<file path="src/rtl/eaglesong_pkg.sv">
// Shared definitions for the Eaglesong digest requester: FSM state
// encoding, response error codes and the largest message length the
// digest core accepts.
package eaglesong_pkg;

   typedef enum logic [2:0] {
      ST_IDLE      = 3'd0,
      ST_LAUNCH    = 3'd1,
      ST_WAIT_LOW  = 3'd2,
      ST_WAIT_HIGH = 3'd3,
      ST_RESP      = 3'd4
   } state_e;

   localparam logic [1:0] ERR_OK      = 2'd0;
   localparam logic [1:0] ERR_BAD_LEN = 2'd1;
   localparam logic [1:0] ERR_TIMEOUT = 2'd2;

   localparam int MAX_LEN_BYTES = 32;

   // A length is usable by the core when it is between 1 and MAX_LEN_BYTES.
   function automatic logic len_is_valid(input logic [6:0] len);
      return (len != 7'd0) && (len <= 7'(MAX_LEN_BYTES));
   endfunction

endpackage

</file>
<file path="src/rtl/eaglesong_digest_requester.sv">
// Eaglesong digest requester: accepts one message at a time, launches the
// external digest core, waits for its done flag to go low and then high
// (the flag left over from the previous job is stale), and returns the
// digest on a valid/ready response channel.
// Optional macro EAGLESONG_TIMEOUT_EN adds an abort counter started at
// launch; after TIMEOUT_CYCLES cycles without a result the job is answered
// with a timeout error and a zero digest.
module eaglesong_digest_requester
   import eaglesong_pkg::*;
#(
   parameter int TIMEOUT_CYCLES = 1024
) (
   input  logic         clk,
   input  logic         rst,
   input  logic         req_valid,
   output logic         req_ready,
   input  logic [255:0] req_msg,
   input  logic [6:0]   req_len,
   output logic         rsp_valid,
   input  logic         rsp_ready,
   output logic [255:0] rsp_digest,
   output logic [1:0]   rsp_err,
   output logic [255:0] core_input_val,
   output logic [6:0]   core_input_length_bytes,
   output logic         core_start_eval,
   input  logic [255:0] core_output_val,
   input  logic         core_eval_output_ready
);

   state_e        state_q, state_d;
   logic [255:0]  msg_q, msg_d;
   logic [6:0]    len_q, len_d;
   logic [255:0]  digest_q, digest_d;
   logic [1:0]    err_q, err_d;

`ifdef EAGLESONG_TIMEOUT_EN
   localparam int CNT_W = (TIMEOUT_CYCLES > 1) ? $clog2(TIMEOUT_CYCLES) : 1;
   logic [CNT_W-1:0] cnt_q, cnt_d;
`endif

   // Next-state, request capture, response capture and abort logic.
   always_comb begin
      state_d  = state_q;
      msg_d    = msg_q;
      len_d    = len_q;
      digest_d = digest_q;
      err_d    = err_q;
`ifdef EAGLESONG_TIMEOUT_EN
      cnt_d    = cnt_q;
`endif
      case (state_q)
         ST_IDLE: begin
            if (req_valid && req_ready) begin
               msg_d = req_msg;
               len_d = req_len;
`ifdef EAGLESONG_TIMEOUT_EN
               cnt_d = '0;
`endif
               if (len_is_valid(req_len)) begin
                  state_d = ST_LAUNCH;
               end else begin
                  // Unusable length never reaches the core.
                  state_d  = ST_RESP;
                  err_d    = ERR_BAD_LEN;
                  digest_d = '0;
               end
            end
         end
         ST_LAUNCH: begin
            state_d = ST_WAIT_LOW;
         end
         ST_WAIT_LOW: begin
            // A high flag here belongs to the previous job.
            if (!core_eval_output_ready) state_d = ST_WAIT_HIGH;
         end
         ST_WAIT_HIGH: begin
            if (core_eval_output_ready) begin
               state_d  = ST_RESP;
               digest_d = core_output_val;
               err_d    = ERR_OK;
            end
         end
         ST_RESP: begin
            if (rsp_ready) state_d = ST_IDLE;
         end
         default: begin
            state_d = ST_IDLE;
         end
      endcase
`ifdef EAGLESONG_TIMEOUT_EN
      // A genuine result arriving on the last cycle still wins over the abort.
      if (state_q == ST_LAUNCH || state_q == ST_WAIT_LOW || state_q == ST_WAIT_HIGH) begin
         cnt_d = cnt_q + 1'b1;
         if (cnt_q == CNT_W'(TIMEOUT_CYCLES - 1) && state_d != ST_RESP) begin
            state_d  = ST_RESP;
            err_d    = ERR_TIMEOUT;
            digest_d = '0;
         end
      end
`endif
   end

   // State and datapath registers, cleared immediately by rst.
   always_ff @(posedge clk or posedge rst) begin
      if (rst) begin
         state_q  <= ST_IDLE;
         msg_q    <= '0;
         len_q    <= '0;
         digest_q <= '0;
         err_q    <= ERR_OK;
`ifdef EAGLESONG_TIMEOUT_EN
         cnt_q    <= '0;
`endif
      end else begin
         state_q  <= state_d;
         msg_q    <= msg_d;
         len_q    <= len_d;
         digest_q <= digest_d;
         err_q    <= err_d;
`ifdef EAGLESONG_TIMEOUT_EN
         cnt_q    <= cnt_d;
`endif
      end
   end

   assign req_ready               = (state_q == ST_IDLE) && !rst;
   assign core_start_eval         = (state_q == ST_LAUNCH);
   assign rsp_valid               = (state_q == ST_RESP);
   assign rsp_digest              = digest_q;
   assign rsp_err                 = err_q;
   assign core_input_val          = msg_q;
   assign core_input_length_bytes = len_q;

endmodule
</file>
<file path="config.mk">
export PLATFORM = sky130hd
export DESIGN_NAME = eaglesong_digest_requester
export DESIGN_NICKNAME = d
export VERILOG_FILES = /design/src/rtl/eaglesong_pkg.sv /design/src/rtl/eaglesong_digest_requester.sv
export SDC_FILE = /design/constraint.sdc
export NUM_CORES = 1
export LEC_CHECK = 0
export CAP_MARGIN = 20
export CELL_PAD_IN_SITES_DETAIL_PLACEMENT = 0
export CELL_PAD_IN_SITES_GLOBAL_PLACEMENT = 1
export CORE_AREA = 2 2 408 410
export CTS_CLUSTER_SIZE = 14
export DETAILED_ROUTE_END_ITERATION = 10
export DIE_AREA = 0 0 410 412
export PLACE_DENSITY_LB_ADDON = 0.1
export SYNTH_ARGS = -nofsm -noshare
export SYNTH_HDL_FRONTEND = slang
export SYNTH_SLANG_ARGS = --single-unit
</file>
<file path="constraint.sdc">
create_clock -name clk -period 21.8 [get_ports clk]
set_input_delay 3.27 -clock clk [delete_from_list [all_inputs] [get_ports clk]]
set_output_delay 3.27 -clock clk [all_outputs]
set_load 0.05 [all_outputs]
</file>
==> results.toml, run 1 <==
[setup_path]
critPathRequiredTime_ps = 18530
criticalPathCategory = "primary input to primary output"
worstPathBufferInverterCount = 2
critical_path.startpoint_type = "primary input"
arrival_ps = 5160
cp_slowest_cell = "clkdlybuf4s50_1"
crit_path_end_kind = "primary output"
path_delay_family = "buffers and inverters"
crit_chain = "clkdlybuf4s50_1 -> nor4_4 -> clkdlybuf4s50_1"
cp_common_cell = "clkdlybuf4s50_1"
critPathMaxStageDelay_ps = 900
crit_fanout = 3

[place]
hpwl_mm = 81.6
io_buffers = 1046
pre_cts_ws_ps = 13370
placed_area_sq_um = 32900
routabilityCongestion = 0.741

[yosys]
yosysWarningCount = 0
synth.cell_area_sq_um = 20000
ys_ff_latch = 523
syn-num-nets = 2774
ys_types = 22
yosysTopAreaCell = "dfrtp_1"
yosys.area.top_type_share = 0.653
syn_inst = 2250
synth_area_leaders = "dfrtp_1 65%, nand2_1 24%, a21oi_1 6.4%"
avgSynthCellArea_sq_um = 8.91
seq_area_frac_synth = 0.653

[timing]
finalHoldViolCount = 0
setup_viol = 0
worst_pin_slew_ps = 1060
rsz0062_at_grt = "false"
drv_slew = 0
fmax_mhz = 119
fin_tns_setup_ps = 0
final.period_utilization = 0.387
slew_headroom = 0.293
fin_ws_ps = 13370
finalClockSkew_ps = 40.3
period_needed_ps = 8430

[cts]
clockBufferDepth = 3
clock-root-buffer = "clkbuf_16"
cts_sinks = 523
ctsHoldBuffers = 0
clk-insertion-delay-late_ps = 660
post_cts_buffers = 0
cts_resized = 0
htreeDepth = 3
cts_made_buffers = 76
clk_pin_slew_ps = 50
cts_tree = "yes"

[drt]
drc_errors = 0
drt_iter0_drc = 841
dr.pass1.iters = 7
drt_wl_total_mm = 114
viasPerCell = 3.45
wl_per_cell_um = 20.7
postRouteAntennaNets = 0
num_vias = 19007

[die]
dieArea_sq_um = 169000
die_h_um = 412
die_w_um = 410
fp-row-count = 149
core_area_sq_um = 164000
initial_utilization = 0.122
pin_count = 1048

[grt]
grt_pass1_vias = 20429
grt_max_degree = 168
grt_overflow = 0
grt_usage = 0.130
grt_pass1_wl_mm = 159
antenna_found_initial = 35

[pwr]
total_power_mw = 6.47
p_leak_nw = 15.4
p_per_area_nw_per_um2 = 183
peakVddDrop_v = 0.0000712

[final_layout]
fillers = 18188
multiInputGateArea_sq_um = 6360
area.growth.synth_to_final_pct = 76.6
stdcell_area_sq_um = 35400
layout_commonest_cell = "nand2_1"
seqCellArea_sq_um = 13100
drive_gt1_frac = 0.0418
final_cell_mix = "1,303 x nand2_1, 1,046 x clkdlybuf4s50_1, 523 x dfrtp_1, 256 x a21oi_1, 79 x clkbuf_16"
final_nets = 3776

[hold_path]
hold_class = "flop to flop"

[run_status]
status = "finished, final reports clean"

[job]
drv_cap = 0
[cells in the mapped netlist, drive strengths merged]
cell / n
nand2: 1304
dfrtp: 523
a21oi: 256
clkbuf: 106
buf: 38
nor3: 4
nor2: 3
and2: 2
inv: 2
nor4: 2
a211o: 1
a21o: 1
and3: 1
and4b: 1
conb: 1
nand2b: 1
nor3b: 1
o32ai: 1
or2: 1
xnor2: 1
[per-stage QoR]
stage / instances / hold slack (ps) / util
after global routing: 5496 / 489 / 0.215
after detailed placement: 5362 / 462 / 0.200
after CTS: 5493 / 475 / 0.215
after global placement: 5362 / 458 / 0.200
after floorplan: 2250 / 510 / -
final: 5504 / 467 / 0.216
[cell type report]
type                            instances  area share
Clock buffer                          119      0.0652
Sequential cell                       523       0.370
Timing Repair Buffer                 1068       0.302
Inverter                                2    0.000424
Antenna cell                           10    0.000707
Tap cell                             2189      0.0774
Clock inverter                         12     0.00463
Multi-Input combinational cell       1581       0.180
[routing by layer]
metal  routed length, um  global-route usage
met2               56400               0.225
met3               11800              0.0615
met1               42900               0.142
met4                2310              0.0368
met5                 332                   0
[worst register-to-register path: cells and delay by family (launching register included)]
family                 cells  cell delay (ps)
buffers and inverters      3             2540
flip-flops                 1              470
AND/OR/NAND/NOR            4              990
[worst paths after layout]
| kind | from | end | slack, ps | cells past startpoint |
|---|---|---|---|---|
| min in group asynchronous | rst | rsp_digest[167] | 3230 | 2 |
| max in group asynchronous | rst | core_input_val[70] | 15110 | 6 |
| worst min-delay path | core_input_val[146] | core_input_val[146] | 470 | 2 |
| worst max-delay path | rst | req_ready | 13370 | 3 |
| worst max register to register | state_q[0] | core_input_val[95] | 17710 | 7 |
| worst min register to register | core_input_val[146] | core_input_val[146] | 470 | 2 |
[cell families (layout without fill, tap and decap cells)]
family / count (synthesis) / in the layout / share of synthesized area
and+or+nand+nor: 1320 / 1320 / 0.250
DFF: 523 / 523 / 0.653
AOI/OAI and AO/OA: 259 / 259 / 0.0652
buffers and inverters: 146 / 1201 / 0.0309
other: 1 / 11 / 0.000187
xor gates and xnor gates: 1 / 1 / 0.000437
[sequential cells by signal, indices dropped and copies added, names as in the netlist]
| name | cells |
|---|---|
| state_q | 3 |
| rsp_digest | 256 |
| core_input_val | 256 |
| rsp_err | 1 |
| core_input_length_bytes | 7 |
[power by group]
group / internal (mW) / total, mW / leakage (nW) / switching [mW]
Sequential: 1.43 / 1.69 / 6.69 / 0.254
Clock: 0.739 / 1.26 / 1.21 / 0.516
Combinational: 1.07 / 3.52 / 7.50 / 2.46
Power figures use the tool's default switching activity.
==> run 2, diff against run 1 <==
Settings changed: CORE_AREA 2 2 408 410 to 2 2 407 409, DIE_AREA 0 0 410 412 to 0 0 409 411.
Clock period 21.8 ns to 7.6 ns, I/O delays scaled along.
==> run 2 against run 1 <==
  * Routed wire length is 0.67% lower
  * Sequential power grew to 2.9 times the previous value
  * Global-route usage hardly changed
  * Clock-buffer cell count stayed put
  * Clock power grew to 2.9 times the previous value
  * Critical endpoint unchanged
  * Combinational power grew to 2.9 times the previous value
  * Clock skew is 27 ps lower
  * Largest cell class unchanged
  * Worst hold slack better by 0.95 ps
  * Non-clock buffer count is 3 higher
==> results.toml, run 2 (synthesized netlist as in run 1, its figures left out) <==
[run_status]
status = "finished, final reports clean"

[drt]
viasPerCell = 3.46
postRouteAntennaNets = 0
drt_iter0_drc = 887
num_vias = 19089
wl_per_cell_um = 20.5
drc_errors = 0
drt_wl_total_mm = 113
dr.pass1.iters = 4

[timing]
worst_pin_slew_ps = 1190
fin_tns_setup_ps = 0
setup_viol = 0
period_needed_ps = 4040
slew_headroom = 0.205
finalClockSkew_ps = 13.7
rsz0062_at_grt = "false"
fmax_mhz = 248
drv_slew = 0
finalHoldViolCount = 0
whs_ps = 468
fin_ws_ps = 3560
final.period_utilization = 0.531

[place]
hpwl_mm = 80.4
placed_area_sq_um = 33000
io_buffers = 1046
place_inst = 5365
routabilityCongestion = 0.727
pre_cts_ws_ps = 3120

[setup_path]
cp_slowest_cell = "clkdlybuf4s50_1"
path_delay_family = "buffers and inverters"
r2r-end = "rsp_digest[51]"
critical_path.startpoint_type = "primary input"
rrSetupSlack_ps = 4750
r2r_cells = 6
path_depth = 3
crit_chain = "clkdlybuf4s50_1 -> nor4_4 -> clkdlybuf4s50_1"
critPathMaxStageDelay_ps = 940
critPathRequiredTime_ps = 6460
crit_fanout = 3
cp-startpoint = "rst"
cp_common_cell = "clkdlybuf4s50_1"
endpoint = "req_ready"
r2r_start = "state_q[2]"
criticalPathCategory = "primary input to primary output"
crit_path_end_kind = "primary output"
worstPathBufferInverterCount = 2
arrival_ps = 2900

[job]
drv_cap = 0

[grt]
grt_pass1_vias = 20092
grt_max_degree = 157
grt_usage = 0.130
antenna_found_initial = 39
grt_overflow = 0
grt_pass1_wl_mm = 158

[cts]
cts_sinks = 523
clock-root-buffer = "clkbuf_16"
cts_made_buffers = 78
post_cts_buffers = 0
htreeDepth = 3
cts_resized = 0
ctsHoldBuffers = 0
clk_pin_slew_ps = 50
clk-insertion-delay-late_ps = 660
cts_tree = "yes"
clockBufferDepth = 3

[die]
die_w_um = 409
pin_count = 1048
dieArea_sq_um = 168000
fp-row-count = 149
core_area_sq_um = 164000
die_h_um = 411
initial_utilization = 0.122

[pwr]
peakVddDrop_v = 0.000209
p_per_area_nw_per_um2 = 524
power.internal_mw = 9.38
switchingPower_mw = 9.24
seq_power_share = 0.261
p_sw_frac = 0.496
comb_power_share = 0.542
total_power_mw = 18.6
clockPowerShare = 0.197
p_leak_nw = 15.5

[final_layout]
drive_gt1_frac = 0.0456
area.growth.synth_to_final_pct = 77.4
final_cell_mix = "1,303 x nand2_1, 1,046 x clkdlybuf4s50_1, 523 x dfrtp_1, 256 x a21oi_1, 80 x clkbuf_16"
stdcell_count = 5515
final_nets = 3781
stdcell_area_sq_um = 35600
layout_commonest_cell = "nand2_1"
final_core_util = 0.217

[hold_path]
hold_class = "flop to flop"
min_from = "core_input_val[164]"
[run 2: layout make-up]
type                            instances  area (sq um)
Clock buffer                          119          2370
Inverter                                2          11.3
Sequential cell                       523         13100
Clock inverter                         17           165
Fill cell                           17990        128000
Tap cell                             2189          2740
Timing Repair Buffer                 1071         10800
Multi-Input combinational cell       1581          6360
Antenna cell                           13          32.5
[run 2: how the worst min path moves through the flow]
stage                           to  slack (ps)  cells past startpoint
3_3_place_gp    core_input_val[94]         460                      2
3_5_place_dp   core_input_val[240]         460                      2
2_1_floorplan           state_q[1]         510                      1
6_report       core_input_val[164]         470                      2
4_1_cts        core_input_val[111]         470                      2
5_1_grt         core_input_val[49]         490                      2
[run 2: worst register-to-register path: cells and delay by family, from the launching register on]
| family | cells | cell delay (ps) |
|---|---|---|
| AOI/OAI and AO/OA | 1 | 310 |
| buffers and inverters | 2 | 1000 |
| DFF | 1 | 450 |
| and+or+nand+nor | 3 | 940 |
[run 2: routing by layer]
layer | global-route usage | wire [um] | up-vias
met2 | 0.219 | 55100 | 719
met5 | 0 | 310 | -
li1 | - | - | 9037
met3 | 0.0633 | 12100 | 162
met4 | 0.0449 | 2720 | 50
met1 | 0.143 | 42800 | 9121
[run 2: power by group through the flow]
stage | clock [mW] | combinational (mW) | sequential, mW
2_1_floorplan | 0 | 1.56 | 9.43
3_3_place_gp | 0 | 10.3 | 4.90
3_5_place_dp | 0 | 10.3 | 4.90
4_1_cts | 3.88 | 10.3 | 4.88
5_1_grt | 3.97 | 10.6 | 5.04
6_report | 3.67 | 10.1 | 4.85
